File: config.mk
export PLATFORM = sky130hd
export DESIGN_NAME = load_store_unit
export DESIGN_NICKNAME = d
export VERILOG_FILES = /design/src/rtl/lsu_pkg.sv /design/src/rtl/load_store_unit_load_extender.sv /design/src/rtl/load_store_unit.sv
export SDC_FILE = /design/constraint.sdc
export NUM_CORES = 1
export LEC_CHECK = 0
export ABC_AREA = 1
export CORE_ASPECT_RATIO = 1.4
export CORE_UTILIZATION = 35
export DETAILED_ROUTE_END_ITERATION = 10
export HOLD_SLACK_MARGIN = 0.15
export PLACE_DENSITY = 0.68
export SYNTH_ARGS = -nofsm -noshare
export SYNTH_HDL_FRONTEND = slang
export SYNTH_SLANG_ARGS = --single-unit
File: constraint.sdc
create_clock -name clk -period 4.7 [get_ports clk]
set_input_delay 0.94 -clock clk [delete_from_list [all_inputs] [get_ports clk]]
set_output_delay 0.94 -clock clk [all_outputs]
set_load 0.03 [all_outputs]
File: src/rtl/lsu_pkg.sv
// Shared types and constants for the load/store unit.
// States, RV32I funct3 width codes, byte strobes and decode helpers.
package lsu_pkg;

  typedef enum logic [1:0] {
    ST_IDLE  = 2'd0,
    ST_READ  = 2'd1,
    ST_WRITE = 2'd2,
    ST_RESP  = 2'd3
  } lsu_state_e;

  localparam logic [2:0] F3_B  = 3'b000;
  localparam logic [2:0] F3_H  = 3'b001;
  localparam logic [2:0] F3_W  = 3'b010;
  localparam logic [2:0] F3_BU = 3'b100;
  localparam logic [2:0] F3_HU = 3'b101;

  localparam logic [3:0] WSTRB_B = 4'b0001;
  localparam logic [3:0] WSTRB_H = 4'b0011;
  localparam logic [3:0] WSTRB_W = 4'b1111;

  function automatic logic f3_legal(
    input logic       we,
    input logic [2:0] f3
  );
    logic ok;
    ok = 1'b0;
    case (f3)
      F3_B, F3_H, F3_W: ok = 1'b1;
      F3_BU, F3_HU:     ok = !we;
      default:          ok = 1'b0;
    endcase
    return ok;
  endfunction

  function automatic logic [3:0] f3_wstrb(
    input logic [2:0] f3
  );
    logic [3:0] s;
    s = WSTRB_W;
    case (f3)
      F3_B:    s = WSTRB_B;
      F3_H:    s = WSTRB_H;
      default: s = WSTRB_W;
    endcase
    return s;
  endfunction

  function automatic logic f3_misaligned(
    input logic [2:0] f3,
    input logic [1:0] lo
  );
    logic m;
    m = 1'b0;
    case (f3)
      F3_H, F3_HU: m = lo[0];
      F3_W:        m = (lo != 2'b00);
      default:     m = 1'b0;
    endcase
    return m;
  endfunction

endpackage

File: src/rtl/load_store_unit_load_extender.sv
// Load data extension: picks byte/half/word from the raw read
// word and sign- or zero-extends it according to funct3.
module load_extender
  import lsu_pkg::*;
(
  input  logic [2:0]  i_funct3,
  input  logic [31:0] i_data,
  output logic [31:0] o_data
);

  // Width/sign select on the unshifted low bits of the read word
  always_comb begin
    o_data = i_data;
    unique case (i_funct3)
      F3_B:    o_data = {{24{i_data[7]}}, i_data[7:0]};
      F3_H:    o_data = {{16{i_data[15]}}, i_data[15:0]};
      F3_BU:   o_data = {24'd0, i_data[7:0]};
      F3_HU:   o_data = {16'd0, i_data[15:0]};
      default: o_data = i_data;
    endcase
  end

endmodule

File: src/rtl/load_store_unit.sv
// Single-outstanding load/store unit between core and memory.
// Define LSU_MISALIGN_TRAP_EN to trap misaligned half/word access.
module load_store_unit
  import lsu_pkg::*;
#(
  parameter int TIMEOUT_CYCLES = 16,
  parameter int ADDR_W         = 32
) (
  input  logic              clk,
  input  logic              reset_n,
  input  logic              req_valid,
  output logic              req_ready,
  input  logic              req_we,
  input  logic [2:0]        req_funct3,
  input  logic [ADDR_W-1:0] req_addr,
  input  logic [31:0]       req_wdata,
  output logic              resp_valid,
  output logic [31:0]       resp_rdata,
  output logic              resp_err,
  output logic [ADDR_W-1:0] mem_address,
  output logic              mem_read_enable,
  input  logic              mem_read_valid,
  input  logic [31:0]       mem_read_data,
  output logic              mem_write_enable,
  output logic [3:0]        mem_write_wstrb,
  output logic [31:0]       mem_write_data,
  input  logic              mem_write_ready
);

  localparam int CNT_W = $clog2(TIMEOUT_CYCLES + 1);
  localparam logic [CNT_W-1:0] CNT_LAST =
    CNT_W'(TIMEOUT_CYCLES - 1);

  lsu_state_e        r_state;
  logic [CNT_W-1:0]  r_cnt;
  logic [2:0]        r_funct3;
  logic              r_req_ready;
  logic              r_resp_valid;
  logic [31:0]       r_resp_rdata;
  logic              r_resp_err;
  logic [ADDR_W-1:0] r_mem_addr;
  logic              r_mem_re;
  logic              r_mem_we;
  logic [3:0]        r_wstrb;
  logic [31:0]       r_wdata;

  logic        w_accept;
  logic        w_legal;
  logic        w_mis;
  logic        w_cnt_last;
  logic [31:0] w_ext;

  assign w_accept   = req_valid & r_req_ready;
  assign w_legal    = f3_legal(req_we, req_funct3);
  assign w_cnt_last = (r_cnt == CNT_LAST);

`ifdef LSU_MISALIGN_TRAP_EN
  assign w_mis = f3_misaligned(req_funct3, req_addr[1:0]);
`else
  assign w_mis = 1'b0;
`endif

  load_extender u_ext (
    .i_funct3 (r_funct3),
    .i_data   (mem_read_data),
    .o_data   (w_ext)
  );

  // Control FSM, wait counter and all registered outputs
  always_ff @(posedge clk or negedge reset_n) begin
    if (!reset_n) begin
      r_state      <= ST_IDLE;
      r_cnt        <= '0;
      r_funct3     <= '0;
      r_req_ready  <= 1'b1;
      r_resp_valid <= 1'b0;
      r_resp_rdata <= '0;
      r_resp_err   <= 1'b0;
      r_mem_addr   <= '0;
      r_mem_re     <= 1'b0;
      r_mem_we     <= 1'b0;
      r_wstrb      <= '0;
      r_wdata      <= '0;
    end else begin
      r_resp_valid <= 1'b0;
      unique case (r_state)
        ST_IDLE: begin
          if (w_accept) begin
            r_funct3    <= req_funct3;
            r_mem_addr  <= req_addr;
            r_cnt       <= '0;
            r_req_ready <= 1'b0;
            if (!w_legal || w_mis) begin
              r_state      <= ST_RESP;
              r_resp_valid <= 1'b1;
              r_resp_err   <= 1'b1;
              r_resp_rdata <= '0;
            end else if (req_we) begin
              r_state  <= ST_WRITE;
              r_mem_we <= 1'b1;
              r_wstrb  <= f3_wstrb(req_funct3);
              r_wdata  <= req_wdata;
            end else begin
              r_state  <= ST_READ;
              r_mem_re <= 1'b1;
            end
          end
        end
        ST_READ: begin
          if (mem_read_valid) begin
            r_state      <= ST_RESP;
            r_mem_re     <= 1'b0;
            r_resp_valid <= 1'b1;
            r_resp_err   <= 1'b0;
            r_resp_rdata <= w_ext;
          end else if (w_cnt_last) begin
            r_state      <= ST_RESP;
            r_mem_re     <= 1'b0;
            r_resp_valid <= 1'b1;
            r_resp_err   <= 1'b1;
            r_resp_rdata <= '0;
          end else begin
            r_cnt <= r_cnt + CNT_W'(1);
          end
        end
        ST_WRITE: begin
          if (mem_write_ready || w_cnt_last) begin
            r_state      <= ST_RESP;
            r_mem_we     <= 1'b0;
            r_resp_valid <= 1'b1;
            r_resp_err   <= !mem_write_ready;
            r_resp_rdata <= '0;
          end else begin
            r_cnt <= r_cnt + CNT_W'(1);
          end
        end
        ST_RESP: begin
          r_state      <= ST_IDLE;
          r_req_ready  <= 1'b1;
          r_resp_err   <= 1'b0;
          r_resp_rdata <= '0;
        end
        default: r_state <= ST_IDLE;
      endcase
    end
  end

  assign req_ready        = r_req_ready;
  assign resp_valid       = r_resp_valid;
  assign resp_rdata       = r_resp_rdata;
  assign resp_err         = r_resp_err;
  assign mem_address      = r_mem_addr;
  assign mem_read_enable  = r_mem_re;
  assign mem_write_enable = r_mem_we;
  assign mem_write_wstrb  = r_wstrb;
  assign mem_write_data   = r_wdata;

endmodule

; Yosys cells after proc, flatten, opt, wreduce, memory -nomap -nowiden
; Cells that the tools add are included.
[classes]
n_bitwise = 1
mux = 46
n_addsub = 1
n_eq_ne = 21
reduce_logical = 20
[ops]
columns = operator, count
row1 = one-hot mux 32 bit (4 select lines), 2
row2 = two-way mux 32 bit, 5
row3 = two-way mux 1 bit, 20
row4 = two-way mux 5 bit, 4
row5 = "!= test 2 bit, second input constant", 9
row6 = one-hot mux 5 bit (3 select lines), 1
row7 = AND reduction 5 bit, 3
row8 = "equality test 3 bit, second input constant", 4
row9 = two-way mux 2 bit, 6
row10 = one-hot mux 1 bit (2 select lines), 4
row11 = one-hot mux 2 bit (4 select lines), 1
row12 = one-hot mux 4 bit (2 select lines), 1
row13 = AND reduction 4 bit, 2
row14 = "equality test 3 x 1 -> 1 bit, second input constant", 2
row15 = zero test 3 bit, 2
row16 = nonzero test 2 bit, 3
row17 = "adder 5 x 1 -> 5 bit, second input constant", 1
row18 = "equality test 5 x 4 -> 1 bit, second input constant", 1
row19 = "equality test 2 bit, second input constant", 2
row20 = one-hot mux 1 bit (4 select lines), 1
row21 = AND reduction 2 bit, 2
row22 = "equality test 3 x 2 -> 1 bit, second input constant", 1
row23 = "!= test 3 bit, second input constant", 1
row24 = one-hot mux 1 bit (3 select lines), 1
row25 = other kinds (9), 10
[totals]
ff_bits = 115

; Logic depth before layout (Yosys ltp)
[depth]
depth_word = 6
mapped_depth = 12
ltp_nobuf = 11

; Cells and area by module
; A second synthesis with hierarchy kept.
[unflattened]
hier_cells = 681
hier_area_um2 = 5381.4
[by_module_without_submodules]
columns = module, cells_each, instances, area_per_inst_um2
row1 = load_store_unit, 611, 1, 4992.3
row2 = load_extender, 70, 1, 389.1

; Worst setup path before layout
; No wires, ideal clock.
[synth_timing]
path_type = register to register
startpoint = register r_cnt[0]
endpoint = register r_resp_rdata[0], in the netlist resp_rdata[0]
period_less_slack_ns = 1.789
stages_incl_launch_ff = 13
arrival_time_ns = 1.670
setup_time_ns = 0.119
setup_slack_ns = 2.911
path_cell_list = dfrtp_1 > ha_1 > inv_1 > nor3_1 > ha_1 > nor2_1 > nand2_1 > nand2_1 > nor2_1 > nand2_2 > buf_6 > nand2_1 > o21ai_2
[synth_via]
elab_chain_cells = 4
word_cells_on_any_way = 5
classes_between = eq/ne (3) / reduce/logical (2)
[synth_rtl]
columns = item, line
row1 = "start, declared", load_store_unit.sv:35  ; logic [CNT_W-1:0] r_cnt;
row2 = "start signal, assigned", load_store_unit.sv:123  ; r_cnt <= r_cnt + CNT_W'(1);
row3 = "start signal, assigned", load_store_unit.sv:134  ; r_cnt <= r_cnt + CNT_W'(1);
row4 = equality test 5 x 4 -> 1 bit (*), load_store_unit.sv:55  ; assign w_cnt_last = (r_cnt == CNT_LAST);
row5 = logical OR 1 bit, load_store_unit.sv:127  ; if (mem_write_ready || w_cnt_last) begin
row6 = != test 2 bit (no line), -
row7 = AND reduction 4 bit (no line) (*), -
row8 = "end signal, assigned", load_store_unit.sv:115  ; r_resp_rdata <= w_ext;
row9 = "end, declared", load_store_unit.sv:39  ; logic [31:0] r_resp_rdata;
; Mark *: on every way between the ends. The rest lies on a longest branch, timed or not.
; A chain may end at the register's enable or synchronous reset.

; Worst setup path after layout
[layout_timing]
startpoint = register r_req_ready, in the netlist req_ready
endpoint = output port req_ready
[layout_rtl]
columns = item, line
row1 = "start, declared", load_store_unit.sv:37  ; logic r_req_ready;
row2 = "start signal, assigned", load_store_unit.sv:75  ; r_req_ready <= 1'b1;
row3 = "start signal, assigned", load_store_unit.sv:92  ; r_req_ready <= 1'b0;
row4 = "start signal, assigned", load_store_unit.sv:139  ; r_req_ready <= 1'b1;
row5 = "end, declared", load_store_unit.sv:12  ; output logic req_ready,
; No word-level cell between the ends.

==> impl_metrics.env <==
export IMPL_r2r_start="r_cnt[0]"
export IMPL_via_per_inst=4.527
export IMPL_yosys_area_share_adder_pct=1.740
export IMPL_ff_latch_area_um2=2854
export IMPL_vias=4545
export IMPL_synth_edff_count=0
export IMPL_design_area_um2=7751
export IMPL_grt_pass1_vias=4509
export IMPL_cts_resized=0
export IMPL_hold_class="reg2reg"
export IMPL_fin_cells=1004
export IMPL_crit_required_ps=3760
export IMPL_worstSetupStartpoint="req_ready"
export IMPL_start_util_pct=36.01
export IMPL_nFillCells=1244
export IMPL_dr_pass1_iters=5
export IMPL_cap_violations=0
export IMPL_start_kind="flop"
export IMPL_endpoint_kind="primary output"
export IMPL_power_frac_seq_pct=29.8
export IMPL_synth_cell_types=28
export IMPL_die_y_um=143.9
export IMPL_ff2ff_path_depth=11
export IMPL_wl_per_cell_um=13.63
export IMPL_path_cells="clkdlybuf4s50_1"
export IMPL_clk_latency_ps=410
export IMPL_fin_crit_sh_pct=54.59
export IMPL_min_period_ps=2566
export IMPL_synth_top_family_by_area="simple AND/OR/NAND/NOR gates"
export IMPL_ys_flop_type="dfrtp_1"
export IMPL_syn_area_um2=5032
export IMPL_wl_mm=13.69
export IMPL_grtUsageTotal_pct=18.99
export IMPL_finalPower_mw=5.417
export IMPL_place_area_um2=7188
export IMPL_fin_ws_ps=2134
export IMPL_switching_power_mw=2.328
export IMPL_tritoncts="done"
export IMPL_combPwrFrac_pct=47.9
export IMPL_multiInputGateArea_um2=1911
export IMPL_status="completed"
export IMPL_async_reset_ff_share_pct=100.0
export IMPL_grt_max_degree=90
export IMPL_critical_path_buf_inv_count=1
export IMPL_syn2layout_area_growth_pct=54.03
export IMPL_synth_common_cells="nand2_1 (303), dfrtp_1 (113), nor2_1 (51)"
export IMPL_die_area_um2=14870
export IMPL_critPathCapture="req_ready"
export IMPL_postCtsHoldBufs=0
export IMPL_slew_limit_headroom_pct=25.38
export IMPL_power_share_clock_pct=22.3
export IMPL_drc=0
export IMPL_antennaDiodeCount=0
export IMPL_clockBufferDepth=2
export IMPL_drtIter0Drc=119
export IMPL_synth_top_cell_area_share_pct=56.19
export IMPL_seq_area_frac_synth_pct=56.71
export IMPL_cp_max_fo=3
export IMPL_power_density_nw_per_um2=698.8
export IMPL_totalNegativeSetupSlack_ps=0
export IMPL_post_synth_top_count_cell="nand2_1"
export IMPL_p_sw_share_pct=42.98
export IMPL_rr_endpoint="resp_rdata[3]"
export IMPL_critPathMaxStageDelay_ps=680
export IMPL_finalMaxSlewViolations=0
export IMPL_holdWs_ps=465.7
export IMPL_path_depth=1
export IMPL_synth_compound_area_share_pct=4.923
export IMPL_post_dp_hpwl_mm=9.876
export IMPL_preCtsSetupSlack_ps=1731
export IMPL_crit_family="buffers and inverters"
export IMPL_setup_worst_path_class="reg2out"
export IMPL_fmax_ghz=0.3898
export IMPL_grt_overflow=0
export IMPL_worstPathArrival_ps=1630
export IMPL_ant_nets=0
export IMPL_yosys_area_share_simple_pct=31.30
export IMPL_hold_viol_final=0
export IMPL_p_int_mw=3.088
export IMPL_synthCells=601
export IMPL_synth_top_cell_by_area="dfrtp_1"
export IMPL_place_inst=972
export IMPL_postLayoutCoreUtil_pct=55.47
export IMPL_synth_mux_area_share_pct=0
export IMPL_numPortBuffers=209
export IMPL_num_rows=51
export IMPL_grt_first_pass_wirelength_mm=21.56
export IMPL_core_area_um2=13970
export IMPL_p_leak_nw=3.730
export IMPL_synth_area_leaders="dfrtp_1 (56%), nand2_1 (23%), nor2_1 (3.8%), nand3_1 (2.2%), ha_1 (1.7%)"
export IMPL_cp_slowest_cell="clkdlybuf4s50_1"
export IMPL_peakVddDrop_v=0.0003318
export IMPL_cts_buffers_inserted=17
export IMPL_path_clk_slew_ps=50
export IMPL_finClkSkew_ps=14.29
export IMPL_drive_gt1_share_pct=7.448
export IMPL_worst_pin_slew_ps=1119
export IMPL_rsz0062_at_grt="no"
export IMPL_die_w_um=103.3
export IMPL_synth_area_per_cell_um2=8.373
export IMPL_finalSetupViolCount=0
export IMPL_synth_xor_area_share_pct=0
export IMPL_ctsRootBufferMaster="clkbuf_16"
export IMPL_ys_warn_count=0
export IMPL_cts_sinks=114
export IMPL_cts_setup_buffers=0
export IMPL_synthesis_nets=713
export IMPL_final_nets=918
export IMPL_ios=210
export IMPL_antenna_found_initial=0
export IMPL_ys_seq_elements=114
export IMPL_r2r_slack_ps=2220
export IMPL_place_congestion=0.7889
export IMPL_h_tree_depth=4
-- layer usage --
layer | up-vias | track usage [%] | routed length, µm
met1 | 2098 | 21.17 | 5401
met4 | 0 | 7.784 | 274
li1 | 2268 | - | -
met5 | - | 0 | 0
met3 | 20 | 6.031 | 891
met2 | 159 | 32.94 | 7122
-- worst min path at each step --
stage                             startpoint                 end  depth (start not counted)
after global routing          mem_address[6]      mem_address[6]                          2
after global placement    mem_write_wstrb[0]  mem_write_wstrb[0]                          1
after floorplan                     r_cnt[4]            r_cnt[4]                          2
final                         mem_address[9]      mem_address[9]                          2
after detailed placement  mem_write_wstrb[0]  mem_write_wstrb[0]                          1
after CTS                    mem_address[25]     mem_address[25]                          2
-- flip-flops by register name, indices dropped and copies added, names as in the netlist --
register and flops:
req_ready 1, r_funct3 3, resp_valid 1, resp_err 1, mem_write_data 32, mem_write_enable 1, mem_write_wstrb 3, r_state 2
mem_address 32, mem_read_enable 1, resp_rdata 32, r_cnt 5
-- final cells by class --
class,count,share of cell area [%]
clock buffer,18,5.537
clock inverter,14,1.727
inverter,22,1.130
multi-input combinational,440,24.65
sequential,114,36.82
tap,185,2.986
timing repair buffer,211,27.15
-- power groups by stage --
| stage | clock network [mW] | registers (mW) | logic, mW |
|---|---|---|---|
| final | 1.21 | 1.61 | 2.60 |
| after global placement | 0 | 1.60 | 2.57 |
| after detailed placement | 0 | 1.62 | 2.62 |
| after CTS | 1.23 | 1.62 | 2.63 |
| after floorplan | 0 | 2.32 | 0.918 |
| after global routing | 1.27 | 1.66 | 2.82 |
-- layout by cell type (no fill, tap or decap) --
cell type,count
a31oi_1,1
a21boi_0,2
nand2_1,303
nor2_4,2
inv_1,16
dfrtp_1,113
clkbuf_16,17
o211ai_2,1
inv_4,2
inv_2,2
o21ai_2,8
bufinv_16,1
a21oi_1,11
or2_2,1
clkinv_2,1
nand3_1,22
o21ai_0,16
nand2_2,7
clkdlybuf4s50_1,208
inv_6,2
nand4_1,2
clkinv_4,5
clkinvlp_4,5
nor2_1,51
nand3_4,2
a21oi_2,1
clkinv_1,2
ha_1,7
nor3_1,2
dfstp_2,1
buf_4,3
clkbuf_1,1
or2_1,1
-- logic make-up after synthesis --
family                     after synthesis
and+or+nand+nor                        393
DFF                                    114
buffers and inverters                   47
adders and majority gates                7
AOI/OAI and AO/OA                       40
(Power assumes the default switching activity.)
